### src/rtl/nfa_seq_pkg.sv
// Shared types and constants for the NFA stream sequencer: FSM states,
// the byte fed to the engines while draining, and the report record.
package nfa_seq_pkg;

  typedef enum logic [2:0] {
    IDLE,
    CLR,
    RUN,
    DRAIN,
    FLUSH
  } seq_state_t;

  localparam logic [7:0] DRAIN_CHAR = 8'h00;

  // Report fields are sized for the widest supported build; instances keep the low bits.
  localparam int REP_ID_MAX_W  = 8;
  localparam int REP_OFF_MAX_W = 32;

  typedef struct packed {
    logic [REP_ID_MAX_W-1:0]  eng_id;
    logic [REP_OFF_MAX_W-1:0] offset;
  } report_t;

endpackage

### src/rtl/nfa_rr_arbiter.sv
// Combinational round-robin picker: first asserted request at or after ptr,
// wrapping modulo N. The pointer itself is held by the parent.
module nfa_rr_arbiter #(
  parameter int N = 8,
  parameter int W = (N > 1) ? $clog2(N) : 1
) (
  input  logic [N-1:0] req,
  input  logic [W-1:0] ptr,
  output logic [W-1:0] gnt_idx,
  output logic         gnt_vld
);

  int j;

  // Scan from the farthest candidate back to ptr so the nearest request wins.
  always_comb begin
    gnt_idx = '0;
    gnt_vld = 1'b0;
    j       = 0;
    for (int k = N - 1; k >= 0; k--) begin
      j = int'(ptr) + k;
      if (j >= N) j = j - N;
      if (req[j]) begin
        gnt_idx = W'(j);
        gnt_vld = 1'b1;
      end
    end
  end

endmodule

### src/rtl/nfa_stream_sequencer.sv
// Feeds packetised bytes to an NFA engine array, latches each engine's first
// match per packet and reports them round-robin on a valid/ready port.
// Optional build macro NFA_SEQ_MATCH_CNT_EN adds the pkt_match_cnt output.
module nfa_stream_sequencer #(
  parameter int NUM_ENG   = 8,
  parameter int OFF_W     = 16,
  parameter int DRAIN_CYC = 2,
  parameter int ID_W      = $clog2(NUM_ENG)
) (
  input  logic               clk,
  input  logic               rst,
  input  logic               s_valid,
  output logic               s_ready,
  input  logic [7:0]         s_data,
  input  logic               s_last,
  output logic               eng_sod,
  output logic               eng_en,
  output logic [7:0]         eng_char,
  input  logic [NUM_ENG-1:0] eng_out,
  output logic               m_valid,
  input  logic               m_ready,
  output logic [ID_W-1:0]    m_eng_id,
  output logic [OFF_W-1:0]   m_offset,
  output logic               pkt_done,
`ifdef NFA_SEQ_MATCH_CNT_EN
  output logic [ID_W:0]      pkt_match_cnt,
`endif
  output logic               busy
);

  import nfa_seq_pkg::*;

  localparam int DRAIN_W = (DRAIN_CYC < 2) ? 1 : $clog2(DRAIN_CYC + 1);

  seq_state_t         state_reg, state_next;
  logic [OFF_W-1:0]   off_cnt_reg;
  logic [DRAIN_W-1:0] drain_cnt_reg;
  logic [NUM_ENG-1:0] eng_out_q_reg;
  logic [NUM_ENG-1:0] pend_reg, pend_next;
  logic [OFF_W-1:0]   off_cap_reg [NUM_ENG];
  logic [ID_W-1:0]    rr_ptr_reg;
  logic               m_valid_reg;
  report_t            rep_reg;

  logic               detect;
  logic [NUM_ENG-1:0] rise;
  logic [ID_W-1:0]    gnt_idx;
  logic               gnt_vld;
  logic               load;
  logic               issue;
  logic               unused_rep_bits;

  assign detect = (state_reg == RUN) || (state_reg == DRAIN);
  assign rise   = detect ? (eng_out & ~eng_out_q_reg) : '0;
  assign load   = ~m_valid_reg | m_ready;
  assign issue  = load & gnt_vld;

  always_comb begin
    state_next = state_reg;
    s_ready    = 1'b0;
    eng_sod    = 1'b0;
    eng_en     = 1'b0;
    eng_char   = s_data;
    pkt_done   = 1'b0;
    case (state_reg)
      IDLE: begin
        if (s_valid) state_next = CLR;
      end
      CLR: begin
        eng_sod    = 1'b1;
        state_next = RUN;
      end
      RUN: begin
        s_ready = 1'b1;
        eng_en  = s_valid;
        if (s_valid && s_last) state_next = (DRAIN_CYC == 0) ? FLUSH : DRAIN;
      end
      DRAIN: begin
        eng_en   = 1'b1;
        eng_char = DRAIN_CHAR;
        if (drain_cnt_reg <= DRAIN_W'(1)) state_next = FLUSH;
      end
      FLUSH: begin
        if (pend_reg == '0 && !m_valid_reg) begin
          pkt_done   = 1'b1;
          state_next = IDLE;
        end
      end
      default: state_next = IDLE;
    endcase
    // Engines are held clear for the whole reset and nothing is handshaken.
    if (rst) begin
      s_ready  = 1'b0;
      eng_en   = 1'b0;
      pkt_done = 1'b0;
      eng_sod  = 1'b1;
    end
  end

  always_ff @(posedge clk) begin
    if (rst) state_reg <= IDLE;
    else     state_reg <= state_next;
  end

  always_ff @(posedge clk) begin
    if (rst) begin
      off_cnt_reg   <= '0;
      drain_cnt_reg <= '0;
      eng_out_q_reg <= '0;
    end else begin
      if (state_reg == CLR) begin
        off_cnt_reg   <= '0;
        eng_out_q_reg <= '0;
      end else if (detect) begin
        eng_out_q_reg <= eng_out;
      end
      // Offset sticks at all-ones on very long packets rather than wrapping.
      if (state_reg == RUN && s_valid && off_cnt_reg != {OFF_W{1'b1}})
        off_cnt_reg <= off_cnt_reg + OFF_W'(1);
      if (state_reg == RUN && s_valid && s_last)
        drain_cnt_reg <= DRAIN_W'(DRAIN_CYC);
      else if (state_reg == DRAIN && drain_cnt_reg != '0)
        drain_cnt_reg <= drain_cnt_reg - DRAIN_W'(1);
    end
  end

  // A bit is never set and granted in the same cycle: each engine rises once per packet.
  for (genvar gi = 0; gi < NUM_ENG; gi++) begin : g_eng
    assign pend_next[gi] = rise[gi] | (pend_reg[gi] & ~(issue & (gnt_idx == ID_W'(gi))));

    always_ff @(posedge clk) begin
      if (rst)           off_cap_reg[gi] <= '0;
      else if (rise[gi]) off_cap_reg[gi] <= off_cnt_reg;
    end
  end

  always_ff @(posedge clk) begin
    if (rst) pend_reg <= '0;
    else     pend_reg <= pend_next;
  end

  nfa_rr_arbiter #(
    .N (NUM_ENG),
    .W (ID_W)
  ) u_arb (
    .req     (pend_reg),
    .ptr     (rr_ptr_reg),
    .gnt_idx (gnt_idx),
    .gnt_vld (gnt_vld)
  );

  always_ff @(posedge clk) begin
    if (rst) begin
      m_valid_reg <= 1'b0;
      rep_reg     <= '0;
      rr_ptr_reg  <= '0;
    end else if (load) begin
      m_valid_reg <= gnt_vld;
      if (gnt_vld) begin
        rep_reg.eng_id <= REP_ID_MAX_W'(gnt_idx);
        rep_reg.offset <= REP_OFF_MAX_W'(off_cap_reg[gnt_idx]);
        rr_ptr_reg     <= (gnt_idx == ID_W'(NUM_ENG - 1)) ? '0 : gnt_idx + ID_W'(1);
      end
    end
  end

`ifdef NFA_SEQ_MATCH_CNT_EN
  logic [ID_W:0] match_cnt_reg;

  always_ff @(posedge clk) begin
    if (rst)                    match_cnt_reg <= '0;
    else if (state_reg == CLR)  match_cnt_reg <= '0;
    else if (issue)             match_cnt_reg <= match_cnt_reg + (ID_W + 1)'(1);
  end

  assign pkt_match_cnt = match_cnt_reg;
`endif

  assign m_valid         = m_valid_reg;
  assign m_eng_id        = rep_reg.eng_id[ID_W-1:0];
  assign m_offset        = rep_reg.offset[OFF_W-1:0];
  assign busy            = (state_reg != IDLE);
  assign unused_rep_bits = ^rep_reg;

endmodule

### config.mk
export PLATFORM = sky130hd
export DESIGN_NAME = nfa_stream_sequencer
export DESIGN_NICKNAME = d
export VERILOG_FILES = /design/src/rtl/nfa_seq_pkg.sv /design/src/rtl/nfa_rr_arbiter.sv /design/src/rtl/nfa_stream_sequencer.sv
export SDC_FILE = /design/constraint.sdc
export NUM_CORES = 1
export LEC_CHECK = 0
export CORE_ASPECT_RATIO = 0.6
export CORE_MARGIN = 4
export CORE_UTILIZATION = 45
export DETAILED_ROUTE_END_ITERATION = 8
export MAX_ROUTING_LAYER = met4
export PLACE_DENSITY = 0.63
export SLEW_MARGIN = 10
export SYNTH_ARGS = -nofsm -noshare
export SYNTH_HDL_FRONTEND = slang
export SYNTH_SLANG_ARGS = --single-unit
### constraint.sdc
create_clock -name clk -period 4.01 [get_ports clk]
set_input_delay 1.203 -clock clk [delete_from_list [all_inputs] [get_ports clk]]
set_output_delay 1.203 -clock clk [all_outputs]
set_load 0.005 [all_outputs]
# ---- Word level (Yosys, flattened, before mapping)
# Memories as Yosys holds them, arrays and structs flattened. A register that Yosys moved wholly into a read port is not among the register bits.
# Cells that the tools add are included.
dict set report classes {
  add_sub_neg 18
  n_mul 0
  div_mod_pow 0
  magnitude_cmp 17
  eq_ne 16
  shifts 0
  muxes 103
  bitwise 45
  n_reduce_logical 19
}
# cell n
set op_table {}
lappend op_table {{$lt 32x5->1 const B} 8}
lappend op_table {{$mux 32} 8}
lappend op_table {{$ge 32x5->1 const B} 7}
lappend op_table {{$sub 32x5->32 const B} 7}
lappend op_table {{$mux 16} 10}
lappend op_table {{$mux 1} 58}
lappend op_table {{$mux 3} 13}
lappend op_table {{$bmux 1 s3} 8}
lappend op_table {{$and 1x1->1} 17}
lappend op_table {{$or 1x1->1} 17}
lappend op_table {{$add 16x1->16 const B} 1}
lappend op_table {{$add 3x3->4 const B} 4}
lappend op_table {{$mux 8} 2}
lappend op_table {{$ne 16x16->1 const B} 1}
lappend op_table {{$eq 3x3->1 const B} 5}
lappend op_table {{$pmux 3 s5} 1}
lappend op_table {{$eq 3x2->1 const B} 4}
lappend op_table {{$not 1->1} 9}
lappend op_table {{$add 3x2->4 const B} 2}
lappend op_table {{$and 8x8->8} 1}
lappend op_table {{$logic_not 8->1} 1}
lappend op_table {{$not 8->8} 1}
lappend op_table {{$eq 3x1->1 const B} 2}
lappend op_table {{$logic_and 1x1->1} 6}
lappend op_table {{18 further kinds} 25}
dict set report word_totals {
  register_bits 44
  latchBits 0
  mem_bits_rw 128
  mem_bits_ro 0
  in_bits 21
  wordCells 228
  n_memories 1
}
# name words word_bits read_ports rd_clocked_by_memory_dff write_ports line
set mem_list {}
lappend mem_list {off_cap_reg 8 16 1 1 8 nfa_stream_sequencer.sv:40} ;# logic [OFF_W-1:0] off_cap_reg [NUM_ENG];

# ---- Longest topological paths before layout
# Gate-level depths: netlist of the first run.
dict set report logic_depth {
  depth_word 19
  depth_mapped 16
  ltp_nobuf 11
}

# ---- By module
# From an unflattened synthesis of the first run, not the netlist that was laid out.
dict set report unflattened {
  cells_unflattened 799
  area_unflattened_um2 9374.0
}
# module n_inst cells_each area_per_inst_um2
set by_module_without_submodules {}
lappend by_module_without_submodules {nfa_stream_sequencer 1 709 8592.0}
lappend by_module_without_submodules {nfa_rr_arbiter 1 90 782.0}

# ---- Worst setup path before layout of the first run
# No wires, ideal clock.
dict set report synth_path {
  path_type {register to register}
  startpoint {register rr_ptr_reg[0]}
  endpoint {register, netlist name m_offset[10]}
  setup_ns 0.117
  arrival_ns 3.438
  t_required_ns 3.893
  slack_ns 0.455
  path_stages_with_launch 15
  n_path_buf 4
  period_less_slack_ns 3.555
  cell_sequence {dfxtp_1 buf_6 buf_2 inv_1 ha_1 clkbuf_1 mux4_2 mux2_4 nor3_1 nand3_1 a21oi_2 buf_6 mux2_2 a2bb2oi_1 a32o_1}
}
dict set report synth_between {
  elab_chain_len 15
}
# item line
set synth_lines {}
lappend synth_lines {{start: declaration} nfa_stream_sequencer.sv:41} ;# logic [ID_W-1:0] rr_ptr_reg;
lappend synth_lines {{start signal: assignment} nfa_stream_sequencer.sv:162} ;# rr_ptr_reg <= (gnt_idx == ID_W'(NUM_ENG - 1)) ? '0 : gnt_idx + ID_W'(1);
lappend synth_lines {{$add 3x3->4} nfa_rr_arbiter.sv:21} ;# j = int'(ptr) + k;
lappend synth_lines {{$sub 32x5->32 / $ge 32x5->1 (equally long branches)} nfa_rr_arbiter.sv:22} ;# if (j >= N) j = j - N;
lappend synth_lines {{$mux 32} nfa_rr_arbiter.sv:22}
lappend synth_lines {{$bmux 1 s3} nfa_rr_arbiter.sv:23} ;# if (req[j]) begin
lappend synth_lines {{$mux 1 (not written as such) (2 in series)} nfa_rr_arbiter.sv:23}
lappend synth_lines {{$mux 1 (8 in series)} nfa_rr_arbiter.sv:23}
lappend synth_lines {{$reduce_and 2->1 (no line)} -}
# Parallel ways exist; a longest one is shown, timed or not. The select of a mux whose other input is x is not followed.
# A chain may end at the register's enable or synchronous reset.

# ---- Final worst setup path of the first run
dict set report layout_path {
  startpoint {register rr_ptr_reg[0]}
  endpoint {register, netlist name m_offset[12]}
}
dict set report layout_between {
  elab_chain_len 15
}
# item line
set layout_lines {}
lappend layout_lines {{$add 3x3->4} nfa_rr_arbiter.sv:21}
lappend layout_lines {{$sub 32x5->32 / $ge 32x5->1 (equally long branches)} nfa_rr_arbiter.sv:22}
lappend layout_lines {{$mux 32} nfa_rr_arbiter.sv:22}
lappend layout_lines {{$bmux 1 s3} nfa_rr_arbiter.sv:23}
lappend layout_lines {{$mux 1 (not written as such) (2 in series)} nfa_rr_arbiter.sv:23}
lappend layout_lines {{$mux 1 (8 in series)} nfa_rr_arbiter.sv:23}
lappend layout_lines {{$reduce_and 2->1 (no line)} -}
# Parallel ways exist; a longest one is shown, timed or not. The select of a mux whose other input is x is not followed.

==> results of run 1 <==
-- layout make-up --
cell class	instances	area [um^2]	area share [%]
tap	286	358	3.11
clock buffer	17	425	3.69
inverter	12	45.0	0.391
clock inverter	15	166	1.45
timing repair buffer	86	816	7.08
sequential	188	5050	43.8
multi-input combinational	665	4660	40.5
-- layout by cell type (no fill, tap or decap), drive strengths merged, types with 23 or more instances in the layout --
| cell | n |
|---|---|
| edfxtp | 128 |
| o21ai | 23 |
| nand2 | 62 |
| and2 | 137 |
| clkdlybuf4s50 | 53 |
| buf | 33 |
| dfxtp | 60 |
| a21oi | 66 |
| a211oi | 39 |
| nor2 | 75 |
| mux2i | 58 |
| mux2 | 24 |
-- through the flow --
step	setup slack [ps]	cells	hold WS (ps)	power [mW]
3_3_place_gp	212	1237	437	7.04
5_1_grt	14.5	1269	479	9.30
2_1_floorplan	455	942	431	5.73
6_report	178	1269	455	8.79
4_1_cts	208	1269	457	8.78
3_5_place_dp	218	1237	447	7.08
-- critical path, stage by stage, from the launching register on --
cell	delay, ps
dfxtp_2	350
inv_1	120
ha_1	410
mux4_2	410
mux2_4	340
nor3_1	170
nand3_1	160
a21oi_4	650
buf_4	290
mux2_2	340
a2bb2oi_1	140
a32o_1	310
-- routing by layer --
metal  GRT usage, %  share of wire, %  vias up
met4           4.27              0.83        0
li1               -                 -     3509
met5              -                 0        -
met2           29.8                41      247
met3           3.36               6.7       20
met1           33.1                52     3597
-- report_power, final --
part           leakage [nW]  internal (mW)  total [mW]  switching (mW)
registers              1.82           2.31        2.50           0.183
clock network         0.281          0.931        1.71           0.782
logic                  2.36           1.86        4.58            2.72
total                  4.46           5.10        8.79            3.69
-- cells by family after synthesis --
logic type,count (synthesis),share of synthesized area (%)
compound gates,215,15.3
xor+xnor,9,0.778
fa+ha+maj,5,0.618
buf+inv,89,4.23
flops,188,49.8
mux,92,11.2
simple gates,344,18.1
-- how the worst min path moves through the flow --
stage / from / endpoint / slack [ps]
after floorplan: eng_out_q_reg[1]$_SDFFE_PP0P_ / eng_out_q_reg[1]$_SDFFE_PP0P_ / 430
after global placement: eng_out_q_reg[3]$_SDFFE_PP0P_ / eng_out_q_reg[3]$_SDFFE_PP0P_ / 440
after detailed placement: eng_out_q_reg[4]$_SDFFE_PP0P_ / eng_out_q_reg[4]$_SDFFE_PP0P_ / 450
after CTS: eng_out_q_reg[4]$_SDFFE_PP0P_ / eng_out_q_reg[4]$_SDFFE_PP0P_ / 460
after global routing: eng_out_q_reg[4]$_SDFFE_PP0P_ / eng_out_q_reg[4]$_SDFFE_PP0P_ / 480
final: eng_out_q_reg[7]$_SDFFE_PP0P_ / eng_out_q_reg[7]$_SDFFE_PP0P_ / 450
==> out/results.tsv, run 1 <==
metric	value	unit
synth-edff-count	128	
r2r-end	m_offset[12]$_SDFFE_PP0P_	
ys.warnings.count	0	
min_period	3830	ps
nFillCells	1949	
grt_pass1_vias	6909	
drc	0	
ctsResizeCount	0	
power_density	763	mW/mm^2
via_count	7373	
hold_path.class	reg2reg	
clock-sinks	188	
async_flop_share	0	%
die_area	0.0250	mm^2
outcome	finished clean	
cp-start-kind	flop	
avgSynthCellArea	10.7	um^2
ff2ff_setup_slack	180	ps
rows	42	
largest_reg_flops	128	
cts_root_buffer	clkbuf_16	
synthTopCellsByCount	and2_1, edfxtp_1, nor2_1	
clk_pin_slew	70	ps
ctsHoldBuffers	0	
grt_max_degree	56	
drt_iter0_drc	709	
hpwl	17300	um
yosys-top-cells-area	edfxtp_1, dfxtp_1, and2_1, mux2i_1, a21oi_1	
core_area	0.0221	mm^2
ys_seq_area_share	49.8	%
synth_top_area_share	38.0	%
initial_core_util	45.9	%
route.detailed.wl_per_inst	20.3	um
antenna_found_initial	0	
finalSetupTns	0	ps
whs_path_depth	2	
h-tree-depth	4	
rr_startpoint	rr_ptr_reg[0]$_SDFFE_PP0P_	
yosysMostFrequentCell	and2_1	
fp.dieW	202	um
synth_nets	968	
synth.ff_latch_count	188	
crit_fanout	17	
area_delta_synth_final	13.7	%
ant_nets	0	
yosys.area.top_type	edfxtp_1	
clkLatencyLatePin	440	ps
num_io_pins	54	
place_congestion	0.881	
endpoint	m_offset[12]$_SDFFE_PP0P_	
drt-total-wl	25800	um
drv_cap	0	
portBuffers	53	
power_leakage	4.46	nW
crit_start	rr_ptr_reg[0]$_SDFFE_PP0P_	
tightest_slew	1190	ps
die_y	124	um
r2r_cells	11	
skew	8.09	ps
max_freq	0.261	GHz
synth_area	0.0101	mm^2
fin_area	0.0115	mm^2
fin_util	52.2	%
numCtsBuffers	17	
ir_worst_vdd	0.441	mV
clock_path_buffers	2	
path_class	reg2reg	
drive_gt1_share	11.9	%
final_net_count	996	
hold_violations	0	
vias_per_cell	5.81	
grt_usage	21.4	%
antenna_cells	0	
syn_inst	942	
place_area	0.0109	mm^2
crit_arrival	4170	ps
setup_violations	0	
drtPass1Iterations	7	
overflow	0	
cts_setup_buffers	0	
relSlewSlack	20.1	%
final_max_slew_viol_count	0	
synthDistinctLibCells	70	
synthFlopType	edfxtp_1	
rsz0062_at_grt	no	
grt_pass1_wl	40300	um
tritoncts	done	
worstPathRequired	4350	ps
period_share	95.6	%
endpoint_kind	flop	
Note: power is estimated with default switching activity, not from simulation.
==> run 2: changes to the inputs <==
Settings changed: CTS_CLUSTER_DIAMETER set to 60.
==> results of run 2 <==
Final layout, timing and power as in run 1 (identical DEF).
==> run 3: changes to the inputs <==
Settings changed: CAP_MARGIN set to 20, CORE_ASPECT_RATIO 0.6 to 1.75.
==> out/results.tsv, run 3 (synthesis results as in run 1) <==
metric	value	unit
p_sw_share	40.7	%
ant_nets	0	
min_period	3720	ps
clock_path_buffers	2	
final_common_cell	and2_1	
route.detailed.wl_per_inst	20.0	um
place_congestion	0.857	
die_area	0.0251	mm^2
rsz0062_at_grt	no	
finalWorstSetupSlack	292	ps
power_leakage	4.49	nW
endpoint_kind	primary output	
numCtsBuffers	17	
num_io_pins	54	
relSlewSlack	45.5	%
ctsHoldBuffers	0	
crit_fanout	4	
final_net_count	999	
core_area	0.0222	mm^2
tightest_slew	818	ps
nFillCells	2009	
drv_cap	0	
period_share	92.7	%
drc	0	
cts_root_buffer	clkbuf_16	
p_int	5.12	mW
hold_path.class	reg2reg	
grt_usage	21.4	%
grt_pass1_vias	7271	
final_cell_mix	and2_1, edfxtp_1, nor2_1	
grt_pass1_wl	40300	um
drive_gt1_share	12.2	%
grt_max_degree	42	
pwr-share-seq	28.8	%
ir_worst_vdd	0.528	mV
pwr-share-clk	19.8	%
path_class	in2out	
hold_violations	0	
layout.cells.non_filler	1282	
tritoncts	done	
clk_pin_slew	60	ps
p_total	8.64	mW
drt_iter0_drc	359	
cts_setup_buffers	0	
overflow	0	
finalSetupTns	0	ps
placed_cells	1249	
die_y	206	um
fp.dieW	121	um
largest_reg_flops	128	
outcome	finished clean	
ctsResizeCount	0	
max_freq	0.269	GHz
clock-sinks	188	
worstPathRequired	2810	ps
setup_violations	0	
h-tree-depth	4	
vias_per_cell	5.76	
combPwrFrac	51.4	%
area_delta_synth_final	14.0	%
antenna_cells	0	
power_density	749	mW/mm^2
crit_arrival	2520	ps
clkLatencyLatePin	430	ps
final_max_slew_viol_count	0	
dp_slack	287	ps
initial_core_util	45.7	%
skew	9.12	ps
hpwl	17200	um
rows	72	
cp-start-kind	input pin	
switchingPower	3.52	mW
via_count	7384	
drtPass1Iterations	5	
portBuffers	53	
drt-total-wl	25700	um
antenna_found_initial	0	
-- run 3: routing by layer --
layer | vias up | GRT usage (%) | part of all wire (%)
met5 | - | - | 0
met4 | 0 | 7.73 | 2.6
met3 | 45 | 2.57 | 3.7
met2 | 173 | 38.8 | 55
met1 | 3656 | 24.1 | 39
li1 | 3510 | - | -
-- run 3: critical path, stage by stage --
cell             delay (ps)
clkdlybuf4s50_1         480
inv_1                   130
and4_1                  190
clkdlybuf4s50_1         500
-- run 3: power by group through the flow --
| stage | Combinational [mW] | Clock, mW | Sequential [mW] |
|---|---|---|---|
| after global routing | 4.81 | 1.80 | 2.51 |
| after floorplan | 3.28 | 0 | 2.45 |
| after global placement | 4.40 | 0 | 2.52 |
| final | 4.44 | 1.71 | 2.49 |
| after detailed placement | 4.43 | 0 | 2.53 |
| after CTS | 4.46 | 1.73 | 2.49 |
-- run 3: final timing paths --
kind                                 startpoint                             to  cells after the start  slack (ps)
setup / recovery                            rst                       pkt_done                      4         290
hold reg to reg   eng_out_q_reg[3]$_SDFFE_PP0P_  eng_out_q_reg[3]$_SDFFE_PP0P_                      2         450
setup reg to reg     rr_ptr_reg[0]$_SDFFE_PP0P_       m_offset[4]$_SDFFE_PP0P_                     11         330
hold / removal    eng_out_q_reg[3]$_SDFFE_PP0P_  eng_out_q_reg[3]$_SDFFE_PP0P_                      2         450
-- run 3: area by class of cell --
class                      instances  area, um^2  share of cell area [%]
clock buffer                      22         507                    4.39
clock inverter                    10         100                   0.867
inverter                          12        45.0                   0.390
multi-input combinational        665        4660                    40.4
sequential                       188        5050                    43.7
tap                              296         370                    3.21
timing repair buffer              89         813                    7.05
-- run 3: metrics by stage --
| step | hold WS, ps | cell area, um^2 | util (%) |
|---|---|---|---|
| final | 451 | 11500 | 52.1 |
| after global placement | 437 | 10900 | 49.3 |
| after CTS | 452 | 11500 | 52.0 |
| after detailed placement | 443 | 10900 | 49.3 |
| after floorplan | 431 | 10100 | - |
| after global routing | 470 | 11500 | 52.1 |
